$ cat config.mk
export PLATFORM = sky130hd
export DESIGN_NAME = des_key_sched_iter
export DESIGN_NICKNAME = d
export VERILOG_FILES = /design/src/rtl/des_key_sched_iter.sv
export SDC_FILE = /design/constraint.sdc
export NUM_CORES = 1
export LEC_CHECK = 0
export BUFFER_PORTS_ARGS = -buffer_cell sky130_fd_sc_hd__buf_2
export CAP_MARGIN = 20
export CORE_UTILIZATION = 63
export DETAILED_ROUTE_END_ITERATION = 12
export PLACE_DENSITY = 0.95
export SYNTH_ARGS = -nofsm -noshare
export SYNTH_HDL_FRONTEND = slang
export SYNTH_SLANG_ARGS = --single-unit
export TNS_END_PERCENT = 20
$ cat constraint.sdc
create_clock -name clk -period 4 [get_ports clk]
set_clock_uncertainty 0.1 [all_clocks]
set_input_delay 0.4 -clock clk [delete_from_list [all_inputs] [get_ports clk]]
set_output_delay 0.4 -clock clk [all_outputs]
set_load 0.01 [all_outputs]
$ cat src/rtl/des_key_sched_iter.sv
// des_key_sched_iter
//   Iterative DES round-key generator. One 64-bit key is loaded through a
//   valid/ready offer; the 16 48-bit subkeys are then streamed one per
//   sk_valid/sk_ready handshake, in encrypt order (K1..K16, left rotations)
//   or decrypt order (K16..K1, right rotations). A single C/D register pair
//   replaces a flat 16-entry subkey array.
//
// Parameters
//   SCRUB_IDLE : 1 = sk_out forced to zero while sk_valid is low,
//                0 = sk_out holds the last subkey presented.
//
// Optional build macro
//   DES_KEY_PARITY_CHECK_EN : adds output parity_err. A key with any byte of
//   even parity is accepted but produces no subkeys; parity_err stays high
//   until the next accepted load or reset.
//
// Ports
//   clk        in   rising-edge clock
//   rst        in   asynchronous active-high reset
//   key_in     in   [63:0] DES key, key_in[63] = DES bit 1, key_in[0] = DES bit 64
//   decrypt    in   sampled at load: 1 = K16..K1, 0 = K1..K16
//   load_valid in   key offer
//   load_ready out  high only while idle
//   sk_out     out  [47:0] current subkey, sk_out[47] = PC-2 output bit 1
//   sk_idx     out  [3:0] round number minus one of sk_out
//   sk_valid   out  sk_out/sk_idx valid
//   sk_ready   in   consumer accepts the subkey
//   done       out  one-cycle pulse after the 16th subkey handshake
//   parity_err out  (DES_KEY_PARITY_CHECK_EN only) last loaded key had bad parity

module des_key_sched_iter #(
  parameter bit SCRUB_IDLE = 1'b1
) (
  input  logic        clk,
  input  logic        rst,
  input  logic [63:0] key_in,
  input  logic        decrypt,
  input  logic        load_valid,
  output logic        load_ready,
  output logic [47:0] sk_out,
  output logic [3:0]  sk_idx,
  output logic        sk_valid,
  input  logic        sk_ready,
  output logic        done
`ifdef DES_KEY_PARITY_CHECK_EN
  ,
  output logic        parity_err
`endif
);

  typedef enum logic {
    IDLE = 1'b0,
    RUN  = 1'b1
  } state_e;

  // PC-1: DES key bit number feeding C/D bits 1..56.
  localparam int unsigned PC1 [56] = '{
    57, 49, 41, 33, 25, 17,  9,  1, 58, 50, 42, 34, 26, 18,
    10,  2, 59, 51, 43, 35, 27, 19, 11,  3, 60, 52, 44, 36,
    63, 55, 47, 39, 31, 23, 15,  7, 62, 54, 46, 38, 30, 22,
    14,  6, 61, 53, 45, 37, 29, 21, 13,  5, 28, 20, 12,  4
  };

  // PC-2: C/D bit number feeding subkey bits 1..48.
  localparam int unsigned PC2 [48] = '{
    14, 17, 11, 24,  1,  5,  3, 28, 15,  6, 21, 10,
    23, 19, 12,  4, 26,  8, 16,  7, 27, 20, 13,  2,
    41, 52, 31, 37, 47, 55, 30, 40, 51, 45, 33, 48,
    44, 49, 39, 56, 34, 53, 46, 42, 50, 36, 29, 32
  };

  // Bit (r-1) set when round r shifts by two; rounds 1, 2, 9 and 16 shift by one.
  localparam logic [15:0] SHIFT2 = 16'h7EFC;

  // C/D bit n (1-based) lives at cd[56-n]; C = cd[55:28], D = cd[27:0].
  function automatic logic [55:0] pc1_fn(input logic [63:0] k);
    logic [55:0] r;
    r = '0;
    for (int unsigned i = 0; i < 56; i++) r[55-i] = k[64-PC1[i]];
    return r;
  endfunction

  function automatic logic [47:0] pc2_fn(input logic [55:0] cd);
    logic [47:0] r;
    r = '0;
    for (int unsigned j = 0; j < 48; j++) r[47-j] = cd[56-PC2[j]];
    return r;
  endfunction

  function automatic logic [27:0] rotl(input logic [27:0] v, input logic two);
    return two ? {v[25:0], v[27:26]} : {v[26:0], v[27]};
  endfunction

  function automatic logic [27:0] rotr(input logic [27:0] v, input logic two);
    return two ? {v[1:0], v[27:2]} : {v[0], v[27:1]};
  endfunction

  state_e      state_q, state_d;
  logic [55:0] cd_q, cd_d;
  logic [3:0]  cnt_q, cnt_d;
  logic        dec_q, dec_d;
  logic        done_q, done_d;
  logic [47:0] last_sk_q, last_sk_d;

  logic [55:0] cd_load;
  logic [47:0] sk_cur;
  logic [3:0]  enc_shift_idx;
  logic [3:0]  dec_shift_idx;
  logic        key_ok;

  assign cd_load = pc1_fn(key_in);
  assign sk_cur  = pc2_fn(cd_q);

  // Encrypt prepares round cnt+2 (table index cnt+1); decrypt undoes the
  // round just emitted, 16-cnt (table index 15-cnt).
  assign enc_shift_idx = cnt_q + 4'd1;
  assign dec_shift_idx = ~cnt_q;

`ifdef DES_KEY_PARITY_CHECK_EN
  logic parity_err_q, parity_err_d;

  function automatic logic odd_parity_all(input logic [63:0] k);
    logic ok;
    ok = 1'b1;
    for (int unsigned b = 0; b < 8; b++) ok = ok & (^k[8*b +: 8]);
    return ok;
  endfunction

  assign key_ok     = odd_parity_all(key_in);
  assign parity_err = parity_err_q;
`else
  // Parity bits are discarded by PC-1 when the check is not built in.
  logic unused_parity_bits;
  assign unused_parity_bits = ^{key_in[56], key_in[48], key_in[40], key_in[32],
                                key_in[24], key_in[16], key_in[8],  key_in[0]};
  assign key_ok = 1'b1;
`endif

  always_comb begin
    state_d   = state_q;
    cd_d      = cd_q;
    cnt_d     = cnt_q;
    dec_d     = dec_q;
    done_d    = 1'b0;
    last_sk_d = last_sk_q;
`ifdef DES_KEY_PARITY_CHECK_EN
    parity_err_d = parity_err_q;
`endif
    unique case (state_q)
      IDLE: begin
        if (load_valid) begin
          dec_d = decrypt;
          cnt_d = '0;
          // C0D0 is already C16D16 for decrypt; encrypt starts at C1D1.
          cd_d  = decrypt ? cd_load
                          : {rotl(cd_load[55:28], 1'b0), rotl(cd_load[27:0], 1'b0)};
`ifdef DES_KEY_PARITY_CHECK_EN
          parity_err_d = ~key_ok;
`endif
          state_d = key_ok ? RUN : IDLE;
        end
      end
      RUN: begin
        last_sk_d = sk_cur;
        if (sk_ready) begin
          cnt_d = cnt_q + 4'd1;
          if (dec_q) begin
            cd_d = {rotr(cd_q[55:28], SHIFT2[dec_shift_idx]),
                    rotr(cd_q[27:0],  SHIFT2[dec_shift_idx])};
          end else begin
            cd_d = {rotl(cd_q[55:28], SHIFT2[enc_shift_idx]),
                    rotl(cd_q[27:0],  SHIFT2[enc_shift_idx])};
          end
          if (cnt_q == 4'd15) begin
            state_d = IDLE;
            done_d  = 1'b1;
          end
        end
      end
      default: state_d = IDLE;
    endcase
  end

  always_ff @(posedge clk or posedge rst) begin
    if (rst) begin
      state_q   <= IDLE;
      cd_q      <= '0;
      cnt_q     <= '0;
      dec_q     <= 1'b0;
      done_q    <= 1'b0;
      last_sk_q <= '0;
`ifdef DES_KEY_PARITY_CHECK_EN
      parity_err_q <= 1'b0;
`endif
    end else begin
      state_q   <= state_d;
      cd_q      <= cd_d;
      cnt_q     <= cnt_d;
      dec_q     <= dec_d;
      done_q    <= done_d;
      last_sk_q <= last_sk_d;
`ifdef DES_KEY_PARITY_CHECK_EN
      parity_err_q <= parity_err_d;
`endif
    end
  end

  assign load_ready = (state_q == IDLE);
  assign sk_valid   = (state_q == RUN);
  assign sk_out     = (state_q == RUN) ? sk_cur : (SCRUB_IDLE ? '0 : last_sk_q);
  assign sk_idx     = (state_q == RUN) ? (dec_q ? ~cnt_q : cnt_q) : '0;
  assign done       = done_q;

endmodule

# Word-level counts from Yosys, hierarchy flattened
# Memories as Yosys holds them, arrays and structs flattened.
# Cells that the tools add are included.
[classes]
add_sub_neg = 1
multipliers = 0
n_div = 0
n_lt_le_gt_ge = 2
eq_ne = 3
shift = 0
muxes = 24
n_bitwise = 2
reduce_logical = 2
[ops]
columns = ["op", "n"]
rows = [
  ["56-bit two-way mux", 4],
  ["28-bit two-way mux", 4],
  ["56-bit one-hot mux with 2 select lines", 1],
  ["48-bit two-way mux", 1],
  ["4-bit two-way mux", 4],
  ["4-bit by 5-bit < comparator with 1-bit output (second input constant)", 2],
  ["1-bit two-way mux", 8],
  ["4-bit one-hot mux with 2 select lines", 1],
  ["4-bit by 1-bit adder with 4-bit output (second input constant)", 1],
  ["4-bit == test (second input constant)", 1],
  ["2-bit != test (second input constant)", 2],
  ["4-bit NOT", 1],
  ["2-bit AND reduction", 2],
  ["1-bit one-hot mux with 2 select lines", 1],
  ["1-bit NOT", 1],
]
[word_totals]
register_bits = 63
latchBits = 0
ramBits = 0
romBits = 32
input_bits = 69
output_inout_bits = 55
elab_cells = 41
mem_count = 2
[memory_table]
columns = ["memory", "depth", "word_bits", "rd", "rd_ports_with_merged_regs", "wr", "line_no", "rtl"]
rows = [
  ["(no name shown)", 16, 1, 1, 0, 0, "172", "rotl(cd_q[27:0], SHIFT2[enc_shift_idx])};"],
  ["(no name shown)", 16, 1, 1, 0, 0, "169", "rotr(cd_q[27:0], SHIFT2[dec_shift_idx])};"],
]

# Longest topological paths before layout
[depth]
depth_word = 7
depth_mapped = 9
mapped_depth_nobuf = 6

# Worst setup path after synthesis
# No wires, ideal clock.
[synth_path]
kind = "reg-to-output"
from = "reg state_q (netlist: sk_valid)"
to = "out sk_idx[0]"
arrival_time_ns = 1.552
required_time_ns = 3.500
path_slack_ns = 1.948
path_stages_with_launch = 6
path_buffers = 3
path_cell_list = "dfrtp_1 clkbuf_1 clkbuf_1 clkbuf_1 inv_1 nor2_1"
[synth_between]
elab_chain_cells = 1
[synth_lines]
columns = ["item", "line_no", "rtl"]
rows = [
  ["from (decl)", "98", "state_e state_q, state_d;"],
  ["from (signal assigned)", "196", "state_q <= state_d;"],
  ["4-bit two-way mux", "211", "assign sk_idx = (state_q == RUN) ? (dec_q ? ~cnt_q : cnt_q) : '0;"],
  ["to (decl)", "41", "output logic [3:0] sk_idx,"],
]
# Every way passes these cells.

# Worst setup path in the final report
[layout_path]
from = "reg cnt_q[1]"
to = "reg cd_q[0]"
[layout_between]
elab_chain_cells = 7
word_cells_on_any_way = 11
classes_between = "1 x add/sub; 7 x mux; 1 x bitwise; 2 x memory"
[layout_lines]
columns = ["item", "line_no", "rtl"]
rows = [
  ["from (decl)", "100", "logic [3:0] cnt_q, cnt_d;"],
  ["from (signal assigned)", "198", "cnt_q <= cnt_d;"],
  ["4-bit by 1-bit adder with 4-bit output or 4-bit NOT (tied branches)", "116, 117", ""],
  ["memory read 16 x 1 bit, on equally long branches", "n/a", ""],
  ["1-bit two-way mux, on equally long branches", "172, 169", ""],
  ["28-bit two-way mux, on equally long branches", "91, 95", ""],
  ["56-bit two-way mux *", "167", "if (dec_q) begin"],
  ["56-bit two-way mux *", "165", "if (sk_ready) begin"],
  ["56-bit one-hot mux with 2 select lines *", "149", "unique case (state_q)"],
  ["to (signal assigned)", "187", "cd_q <= '0;"],
  ["to (signal assigned)", "197", "cd_q <= cd_d;"],
  ["to (decl)", "99", "logic [55:0] cd_q, cd_d;"],
]
# Every way passes the cells marked *; elsewhere a longest branch is shown, timed or not. The select of a mux whose other input is x is not followed.
# A chain may end at the register's enable or synchronous reset.

==> reports/metrics.yaml <==
timing:
  relSlewSlack_pct: 29.96
  max_freq_ghz: 0.3438
  setup_slack_ns: 1.091
  finalSetupTns_ns: 0
  finalCritPeriodShare_pct: 72.72
  maxSlewViolCount: 0
  hold_viol_final: 0
  worstMarginPinSlew_ns: 1.051
  rsz0062_at_grt: "no"
  setup_viol: 0
  fin_crit_ns: 2.909
synth:
  synth.distinct_cells: 31
  synth_area_leader_cell: "dfrtp_1"
  yosysSeqAreaShare_pct: 21.11
  syn_inst: 948
  yosys-top-cells-area: "dfrtp_1 (21%), a311o_1 (7.5%), mux2_2 (7.2%), a32oi_1 (6.6%), or3b_1 (6.3%)"
  synth_nets: 1020
  avgSynthCellArea_um2: 7.879
  synth_edf_count: 0
  async_flop_share_pct: 100.0
  netlist.area_leader.share_pct: 21.11
  synthFlopType: "dfrtp_1"
  syn_area_um2: 7470
  synth_warnings: 0
  ys_ff_latch: 63
detailed_routing:
  via_per_inst: 7.143
  drc: 0
  ant_nets: 0
  vias: 7965
  drt_wl_total_um: 20690
  first_iter_violations: 1142
  wl_per_cell_um: 18.56
  drt_first_pass_iters: 6
floorplan:
  initial_core_util_pct: 65.14
  num_rows: 39
  coreArea_um2: 11470
  die_x_um: 110.9
  die_area_um2: 12300
  ios: 124
  dieHeight_um: 110.9
clocking:
  htreeDepth: 3
  postCtsSetupRepairBufs: 0
  cts_resized: 0
  clock_path_buffers: 2
  clk_root_buffer_cell: "clkbuf_16"
  path_clk_slew_ns: 0.06
  tritoncts: "yes"
  clock_latency_ns: 0.33
  cts_sinks: 63
  cts_buffers: 9
  ctsHoldBuffers: 0
critical_path:
  critPathKind: "reg -> reg"
  r2r-start: "cnt_q[1]"
  critPathArrivalTime_ns: 3.04
  startpoint_type: "flop"
  required_ns: 4.13
  endpoint_kind: "flop"
  worstPathMaxFanout: 46
  critPathLaunch: "cnt_q[1]"
placement:
  dpl_cell_area_um2: 7782
  port_buffers: 115
  place.gp.congestion: 0.8248
  dp_hpwl_um: 11920
  dp_slack_ns: 1.272
power:
  total_power_uw: 5920
  leakagePower_uw: 0.002937
  peakVddDrop_mv: 0.4908
  power.density_nw_per_um2: 731.5
grt:
  grt_pass1_vias: 7103
  antenna_found_initial: 0
  grt_first_pass_wirelength_um: 34570
  grt_max_degree: 171
  grt_remaining_overflow: 0
  grt_use_total_pct: 33.21
flow_run:
  cap_violations: 0
run_status:
  status: "finished clean"
final_layout:
  diodes: 0
  layout.nets: 1039
  final_cell_area_um2: 8093
  drive_above_1_share_pct: 20.88
  synthToLayoutAreaGrowth_pct: 8.342
hold_path:
  min_path_type: "in -> async"
==> cells in the mapped netlist, types with 54 or more instances <==
library cell  number
o21ai_0           61
a21oi_1           57
or3b_1            54
dfrtp_1           63
a32oi_1           56
a311o_1           56
nand3_1           58
nand2b_1          57
a211oi_1          56
a31oi_1           56
nand2_1           62
clkbuf_1          75
nor2b_1           57
==> stage by stage <==
stage                     hold slack (ns)  std cells  util [%]
after floorplan                    0.4250        948         -
after global placement             0.5022       1099     67.87
after detailed placement           0.5098       1099     67.87
after CTS                          0.1814       1115     70.57
after global routing               0.2195       1115     70.57
final                              0.1378       1115     70.57
==> path summary, 6_finish.rpt <==
kind	slack [ns]	cells past startpoint	to
worst max-delay path	1.09	7	cd_q[0]
worst min-delay path	0.14	2	cd_q[16]
worst max register to register	1.09	7	cd_q[0]
worst min register to register	0.52	2	cd_q[18]
max in group asynchronous	2.76	3	cd_q[36]
min in group clk	0.21	3	sk_valid
==> critical path: stages, from the launching register on <==
cell,delay [ns]
dfrtp_1,0.57
inv_1,0.09
ha_1,0.30
nor4_1,0.30
a41o_2,0.52
buf_4,0.46
o21ai_0,0.18
a32oi_1,0.27
==> flip-flops by register name, summed over array words and instances, names as in the netlist <==
signal,flops
cnt_q,4
cd_q,56
done,1
dec_q,1
sk_valid,1
==> placed cells by master, fill, tap and decap left out, types with 3 or more instances in the layout <==
cell type / instances
a211oi_1: 56
a21oi_1: 56
a311o_1: 56
a31oi_1: 56
a32oi_1: 56
and2_1: 48
buf_2: 114
buf_4: 11
clkbuf_16: 9
clkbuf_8: 3
dfrtp_1: 61
ha_1: 3
inv_1: 4
mux2_1: 10
mux2_2: 48
nand2_1: 61
nand2b_1: 56
nand3_1: 58
nor2_1: 8
nor2b_1: 57
o21ai_0: 61
or3b_1: 54
xnor2_1: 4
==> power breakdown <==
group	total, uW	switching [uW]	internal, uW
clock network	825	294	532
registers	1680	749	933
logic	3410	1830	1590
==> metal layers <==
metal | GRT usage (%) | share of wire [%] | vias up
met5 | 0 | 0 | -
met4 | 15.82 | 3.1 | 0
met3 | 4.265 | 9.1 | 65
met2 | 50.27 | 46 | 493
met1 | 46.88 | 41 | 3725
li1 | - | - | 3682
==> cells by family (layout without fill, tap and decap cells) <==
group	after synthesis	after routing	share of synthesized area [%]
adder cells (fa/ha/maj)	3	3	0.5026
AO/OA/AOI/OAI	343	343	32.43
flip-flops	63	63	21.11
multiplexers	59	59	8.878
AND/OR/NAND/NOR	350	350	28.14
buffers and inverters	124	148	8.241
XOR/XNOR	6	6	0.7035
==> layout make-up <==
class / instances / area, um^2
Clock buffer: 13 / 270.3
Fill cell: 881 / 3374
Tap cell: 143 / 178.9
Timing Repair Buffer: 127 / 693.2
Multi-Input combinational cell: 761 / 5308
Inverter: 5 / 18.77
Clock inverter: 3 / 40.04
Sequential cell: 63 / 1584
No activity file was read; power rests on OpenSTA's default activity.
